### config.mk
export PLATFORM = sky130hd
export DESIGN_NAME = aes_key_expansion
export DESIGN_NICKNAME = d
export VERILOG_FILES = /design/src/rtl/aes_pkg.sv /design/src/rtl/aes_sbox.sv /design/src/rtl/aes_key_expansion.sv
export SDC_FILE = /design/constraint.sdc
export NUM_CORES = 2
export LEC_CHECK = 0
export BUFFER_PORTS_ARGS = -buffer_cell sky130_fd_sc_hd__buf_2
export CAP_MARGIN = 20
export CORE_MARGIN = 8
export CORE_UTILIZATION = 60
export CTS_CLUSTER_DIAMETER = 50
export DETAILED_ROUTE_END_ITERATION = 6
export MAX_ROUTING_LAYER = met4
export PLACE_DENSITY = 0.75
export SYNTH_ARGS = -nofsm -noshare
export SYNTH_HDL_FRONTEND = slang
export SYNTH_SLANG_ARGS = --single-unit
### constraint.sdc
create_clock -name clk -period 27.8 [get_ports clk]
set_input_delay 1.39 -clock clk [delete_from_list [all_inputs] [get_ports clk]]
set_output_delay 1.39 -clock clk [all_outputs]
set_load 0.01 [all_outputs]
### src/rtl/aes_pkg.sv
// Shared constants, FSM state type and GF(2^8) helpers for the AES-128 key schedule.
package aes_pkg;

  localparam int         DATA_W_DEFAULT = 128;
  localparam int         NR_DEFAULT     = 10;
  localparam logic [7:0] RCON_INIT      = 8'h01;

  typedef enum logic [1:0] {
    ST_IDLE,
    ST_EMIT,
    ST_FINISH,
    ST_PRECOMPUTE
  } state_t;

  function automatic logic [7:0] xtime(input logic [7:0] b);
    return {b[6:0], 1'b0} ^ (b[7] ? 8'h1b : 8'h00);
  endfunction

  function automatic logic [7:0] gf_mul(input logic [7:0] a, input logic [7:0] b);
    logic [7:0] acc;
    logic [7:0] p;
    acc = 8'h00;
    p   = a;
    for (int i = 0; i < 8; i++) begin
      if (b[i]) acc = acc ^ p;
      p = xtime(p);
    end
    return acc;
  endfunction

endpackage

### src/rtl/aes_sbox.sv
// Combinational AES S-box: multiplicative inverse in GF(2^8) followed by the affine map.
module aes_sbox
  import aes_pkg::*;
(
  input  logic [7:0] i_byte,
  output logic [7:0] o_byte
);

  logic [7:0] w_inv;

  // a^254 is the inverse for non-zero a and maps 0 to 0, which is what the S-box wants.
  function automatic logic [7:0] gf_inv(input logic [7:0] a);
    logic [7:0] res;
    logic [7:0] pw;
    res = 8'h01;
    pw  = a;
    for (int i = 0; i < 8; i++) begin
      if (i != 0) res = gf_mul(res, pw);
      pw = gf_mul(pw, pw);
    end
    return res;
  endfunction

  assign w_inv  = gf_inv(i_byte);
  assign o_byte = w_inv
                ^ {w_inv[6:0], w_inv[7]}
                ^ {w_inv[5:0], w_inv[7:6]}
                ^ {w_inv[4:0], w_inv[7:5]}
                ^ {w_inv[3:0], w_inv[7:4]}
                ^ 8'h63;

endmodule

### src/rtl/aes_key_expansion.sv
// Iterative AES-128 key schedule streaming round keys 0..NR with a valid/ready handshake.
// Define AES_KEYEXP_DECRYPT_EN to add decrypt_in and reverse-order emission from a key store.
module aes_key_expansion
  import aes_pkg::*;
#(
  parameter int DATA_W = DATA_W_DEFAULT,
  parameter int NR     = NR_DEFAULT
) (
  input  logic              clk,
  input  logic              reset,
  input  logic              key_valid_in,
  input  logic [DATA_W-1:0] key_in,
`ifdef AES_KEYEXP_DECRYPT_EN
  input  logic              decrypt_in,
`endif
  input  logic              key_ready_in,
  output logic              key_valid_out,
  output logic [DATA_W-1:0] round_key,
  output logic [3:0]        round_idx,
  output logic              busy,
  output logic              done
);

  localparam logic [3:0] LAST_IDX = 4'(NR);

  state_t            r_state, w_state_next;
  logic [DATA_W-1:0] r_round_key, w_key_next;
  logic [3:0]        r_round_idx, w_idx_next;
  logic              r_valid, w_valid_next;
  logic              r_busy, w_busy_next;
  logic              r_done, w_done_next;
  logic [7:0]        r_rcon, w_rcon_next;

  logic [31:0]       w_rot, w_sub, w_t;
  logic [31:0]       w_n0, w_n1, w_n2, w_n3;
  logic [DATA_W-1:0] w_step_key;
  logic              w_handshake;

`ifdef AES_KEYEXP_DECRYPT_EN
  logic              r_decrypt, w_decrypt_next;
  logic [3:0]        r_pidx, w_pidx_next;
  logic [DATA_W-1:0] r_store [0:NR];
`endif

  assign w_rot = {r_round_key[23:0], r_round_key[31:24]};

  for (genvar g = 0; g < 4; g++) begin : g_subword
    aes_sbox u_sbox (
      .i_byte (w_rot[8*g +: 8]),
      .o_byte (w_sub[8*g +: 8])
    );
  end

  assign w_t        = w_sub ^ {r_rcon, 24'h0};
  assign w_n0       = r_round_key[127:96] ^ w_t;
  assign w_n1       = r_round_key[95:64]  ^ w_n0;
  assign w_n2       = r_round_key[63:32]  ^ w_n1;
  assign w_n3       = r_round_key[31:0]   ^ w_n2;
  assign w_step_key = {w_n0, w_n1, w_n2, w_n3};
  assign w_handshake = r_valid & key_ready_in;

  always_comb begin
    w_state_next = r_state;
    w_key_next   = r_round_key;
    w_idx_next   = r_round_idx;
    w_valid_next = r_valid;
    w_busy_next  = r_busy;
    w_done_next  = 1'b0;
    w_rcon_next  = r_rcon;
`ifdef AES_KEYEXP_DECRYPT_EN
    w_decrypt_next = r_decrypt;
    w_pidx_next    = r_pidx;
`endif
    case (r_state)
      ST_IDLE: begin
        if (key_valid_in) begin
          w_key_next   = key_in;
          w_idx_next   = 4'd0;
          w_rcon_next  = RCON_INIT;
          w_busy_next  = 1'b1;
          w_state_next = ST_EMIT;
          w_valid_next = 1'b1;
`ifdef AES_KEYEXP_DECRYPT_EN
          w_decrypt_next = decrypt_in;
          w_pidx_next    = 4'd0;
          if (decrypt_in) begin
            w_state_next = ST_PRECOMPUTE;
            w_valid_next = 1'b0;
          end
`endif
        end
      end
`ifdef AES_KEYEXP_DECRYPT_EN
      // The working key register walks forward while the store captures each round key.
      ST_PRECOMPUTE: begin
        if (r_pidx == LAST_IDX) begin
          w_idx_next   = LAST_IDX;
          w_valid_next = 1'b1;
          w_state_next = ST_EMIT;
        end else begin
          w_key_next  = w_step_key;
          w_rcon_next = xtime(r_rcon);
          w_pidx_next = r_pidx + 4'd1;
        end
      end
`endif
      ST_EMIT: begin
        if (w_handshake) begin
`ifdef AES_KEYEXP_DECRYPT_EN
          if (r_decrypt ? (r_round_idx == 4'd0) : (r_round_idx == LAST_IDX)) begin
`else
          if (r_round_idx == LAST_IDX) begin
`endif
            w_valid_next = 1'b0;
            w_busy_next  = 1'b0;
            w_done_next  = 1'b1;
            w_state_next = ST_FINISH;
`ifdef AES_KEYEXP_DECRYPT_EN
          end else if (r_decrypt) begin
            w_key_next = r_store[r_round_idx - 4'd1];
            w_idx_next = r_round_idx - 4'd1;
`endif
          end else begin
            w_key_next  = w_step_key;
            w_idx_next  = r_round_idx + 4'd1;
            w_rcon_next = xtime(r_rcon);
          end
        end
      end
      ST_FINISH: w_state_next = ST_IDLE;
      default:   w_state_next = ST_IDLE;
    endcase
  end

  always_ff @(posedge clk or negedge reset) begin
    if (!reset) begin
      r_state     <= ST_IDLE;
      r_round_key <= '0;
      r_round_idx <= 4'd0;
      r_valid     <= 1'b0;
      r_busy      <= 1'b0;
      r_done      <= 1'b0;
      r_rcon      <= RCON_INIT;
`ifdef AES_KEYEXP_DECRYPT_EN
      r_decrypt   <= 1'b0;
      r_pidx      <= 4'd0;
`endif
    end else begin
      r_state     <= w_state_next;
      r_round_key <= w_key_next;
      r_round_idx <= w_idx_next;
      r_valid     <= w_valid_next;
      r_busy      <= w_busy_next;
      r_done      <= w_done_next;
      r_rcon      <= w_rcon_next;
`ifdef AES_KEYEXP_DECRYPT_EN
      r_decrypt   <= w_decrypt_next;
      r_pidx      <= w_pidx_next;
`endif
    end
  end

`ifdef AES_KEYEXP_DECRYPT_EN
  // Store contents are always rewritten before they are read, so no reset is needed.
  always_ff @(posedge clk) begin
    if (r_state == ST_PRECOMPUTE) r_store[r_pidx] <= r_round_key;
  end
`endif

  assign key_valid_out = r_valid;
  assign round_key     = r_round_key;
  assign round_idx     = r_round_idx;
  assign busy          = r_busy;
  assign done          = r_done;

endmodule

==> results by group <==
Outcome
  – Status: finished with violations
  – Violated checks: design-rule violations

Floorplanning
  – DIE AREA: 118,000 µm²
  – Core area: 107,000 µm²
  – Die W: 344 µm
  – Row count: 120
  – # IOs: 267
  – Die Span Y: 344 µm
  – Initial Util: 60.3%

Clock tree
  – TritonCTS Buffers: 17
  – H-tree depth: 4
  – Post-CTS setup repair buffer count: 0
  – TritonCTS clock tree: yes
  – PostCTS Resize Cnt: 0
  – Root buf cell: clkbuf_16
  – # clock sinks: 144
  – Clock Latency Late Sink: 0.50 ns
  – Hold-fix buffers, CTS: 0
  – CTS max path bufs: 2
  – Worst-path clk slew: 0.08 ns

Placement
  – Dpl hpwl: 160 mm
  – Pre-CTS setup slack: 8.56 ns
  – Placed cell areas: 67,200 µm²
  – Port Buffers: 266
  – Gp weighted congestion: 1.00

Timing
  – Final Hold Viols: 0
  – Worst Max-Slew Pin Slew: 1.12 ns
  – Clk_skew: 0.0169 ns
  – Fmax achieved: 0.0510 GHz
  – Final Cycle Share: 70.5%
  – RSZ-0062 raised after global routing: no
  – Final setup vio count: 0
  – Max-slew violation count: 0
  – Final min period: 19.61 ns
  – Max-slew headroom: 24.5%
  – Setup Total Neg Slack: 0 ns
  – Worst Setup Slack, final: 8.19 ns

Global route
  – GRT Max-Usage Layer: met2
  – First-pass GRT wire length: 335 mm
  – Vias in the first global route: 58,904
  – Total track usage: 35.6%
  – Met3 Use GR: 6.76%
  – Largest net degree at the start of global routing: 91
  – GRT met1 Usage: 48.2%
  – Global route overflow: 0
  – Grt met2 use: 54.2%
  – Initial antenna violation count: 19

Route
  – DR vias: 64,373
  – DR WL/cell: 21.4 µm
  – DRT Pass-1 Iters: 7
  – Vias per cell: 6.37
  – Drt initial violations: 7,624
  – DRC errors left: 1
  – Routed WL: 216 mm
  – ANT nets after route: 0

Synth
  – Mapped Area: 64,500 µm²
  – Syn Area/Cell: 7.38 µm²
  – Synthesis Warnings: 0
  – Cells after Synth: 8,732
  – Async S/R FF share, synth: 100%
  – Synthesis-stage register bit count: 144
  – Count of cell types in the netlist: 124
  – Synth area leader: xnor2_1
  – Dominant synthesized flop cell: dfrtp_1
  – Synthesized Nets: 8,885
  – Top cells by area, synth: xnor2_1 23%, xnor3_1 8.5%, nor2_1 7.0%
  – Yosys top cell area share: 23.1%
  – Number of flops mapped to enable cells by yosys: 0
  – Sequential share of the synthesized area: 5.59%

Worst setup path
  – Flop2flop setup slack: 8.19 ns
  – Critical Path Max Stage Delay: 0.88 ns
  – Worst-case reg-to-reg path depth: 55
  – R2r endpoint: round_key[23]
  – Critical Path Start Type: register
  – CP Class: register to register
  – Crit-path most repeated cell: xnor2_1
  – CP Capture Type: register
  – Slowest library cell on the worst path: dfrtp_1
  – WP data arrival: 19.99 ns
  – Crit-path max FO: 21
  – Worst r2r src: round_key[15]
  – WP data required: 28.18 ns

Final layout
  – Most frequent cells in the layout: 1,665 x xnor2_1, 1,207 x nor2_1, 950 x nand2_1
  – Most common cell after layout, fill and taps aside: xnor2_1
  – Share of post-route cells with drive strength above 1: 11.1%
  – Layout fillers: 9,641
  – Fin util: 63.6%
  – Area Overhead vs Synth: 5.37%
  – Final Cell Area: 67,900 µm²
  – Number of nets in the layout: 8,832

Min path
  – Worst hold start: round_key[106]
  – Hold path depth: 2
  – Hold endpoint: round_key[106]
  – Hold crit path type: register to register

Run
  – Max-Cap Viols: 0
## cells in the mapped netlist (37+ instances only)
library cell	number
nand2b_1	76
or3_1	43
buf_1	49
a21o_1	39
nand3_1	211
a32oi_1	62
inv_1	83
buf_2	120
dfrtp_1	143
o21a_1	37
o22ai_1	115
and3_1	45
xor2_1	487
xnor2_2	109
a21oi_1	490
xnor2_1	1702
nor2b_1	61
clkbuf_1	372
buf_4	41
and2_1	59
a211oi_1	96
mux2i_1	189
a211o_1	40
o211ai_1	71
nand2_1	952
a22oi_1	52
o21ai_1	40
mux2_2	43
a31oi_1	83
nor2_1	1208
xor3_1	40
o21ai_0	416
xnor3_1	243
nor3_1	202
## cell type report
type	instances	area, µm²	share of cell area, %
clock inverter	14	198	0.291
tap	1403	1760	2.58
clock buffer	17	425	0.626
multi-input combinational	7872	58100	85.6
inverter	110	413	0.608
antenna	16	40.0	0.0589
timing repair buffer	534	3360	4.95
sequential	144	3610	5.31
## worst max path at each step
stage               cells past startpoint  slack, ns       endpoint           from
floorplan                              61      12.53  round_key[30]  round_key[22]
global placement                       53       8.20  round_key[23]  round_key[15]
detailed placement                     54       8.56  round_key[23]  round_key[15]
CTS                                    54       8.45  round_key[23]  round_key[15]
global route                           55       6.92  round_key[23]  round_key[15]
finish                                 55       8.19  round_key[23]  round_key[15]
## routing by layer
layer	wire length, µm	vias to the layer above
met5	0	-
met4	5770	0
met3	24900	387
met2	96100	3611
met1	89500	30399
li1	-	29976
## state kept, by name, indices dropped and copies added (netlist names)
name and flops:
r_state 2, r_rcon 8, done 1, round_key 128
busy 1, round_idx 4
## critical path: cells and delay by family, from the launching register on
family	cells	cell delay [ns]
xor+xnor	36	14.42
compound gates	8	1.36
fa+ha+maj	2	1.08
flops	1	0.88
simple gates	5	0.72
mux	2	0.61
buf+inv	2	0.35
## logic make-up (layout without fill, tap and decap cells)
logic type,Yosys count,after routing,synth area share [%]
mux,240,240,3.90
other cells,0,16,0
xor+xnor,2670,2670,45.4
simple gates,3058,3058,20.8
buf+inv,716,675,4.90
compound gates,1881,1881,18.9
flops,144,144,5.59
fa+ha+maj,23,23,0.439
## through the flow
stage / cells / hold WS [ns]
4_1_cts: 10082 / 0.537
5_1_grt: 10108 / 0.551
6_report: 10110 / 0.527
3_5_place_dp: 10051 / 0.518
2_1_floorplan: 8732 / 0.477
3_3_place_gp: 10048 / 0.496
Power is left out: the tool's default activity adds up to more than one toggle a clock period on the data nets, which glitch-free logic cannot reach.
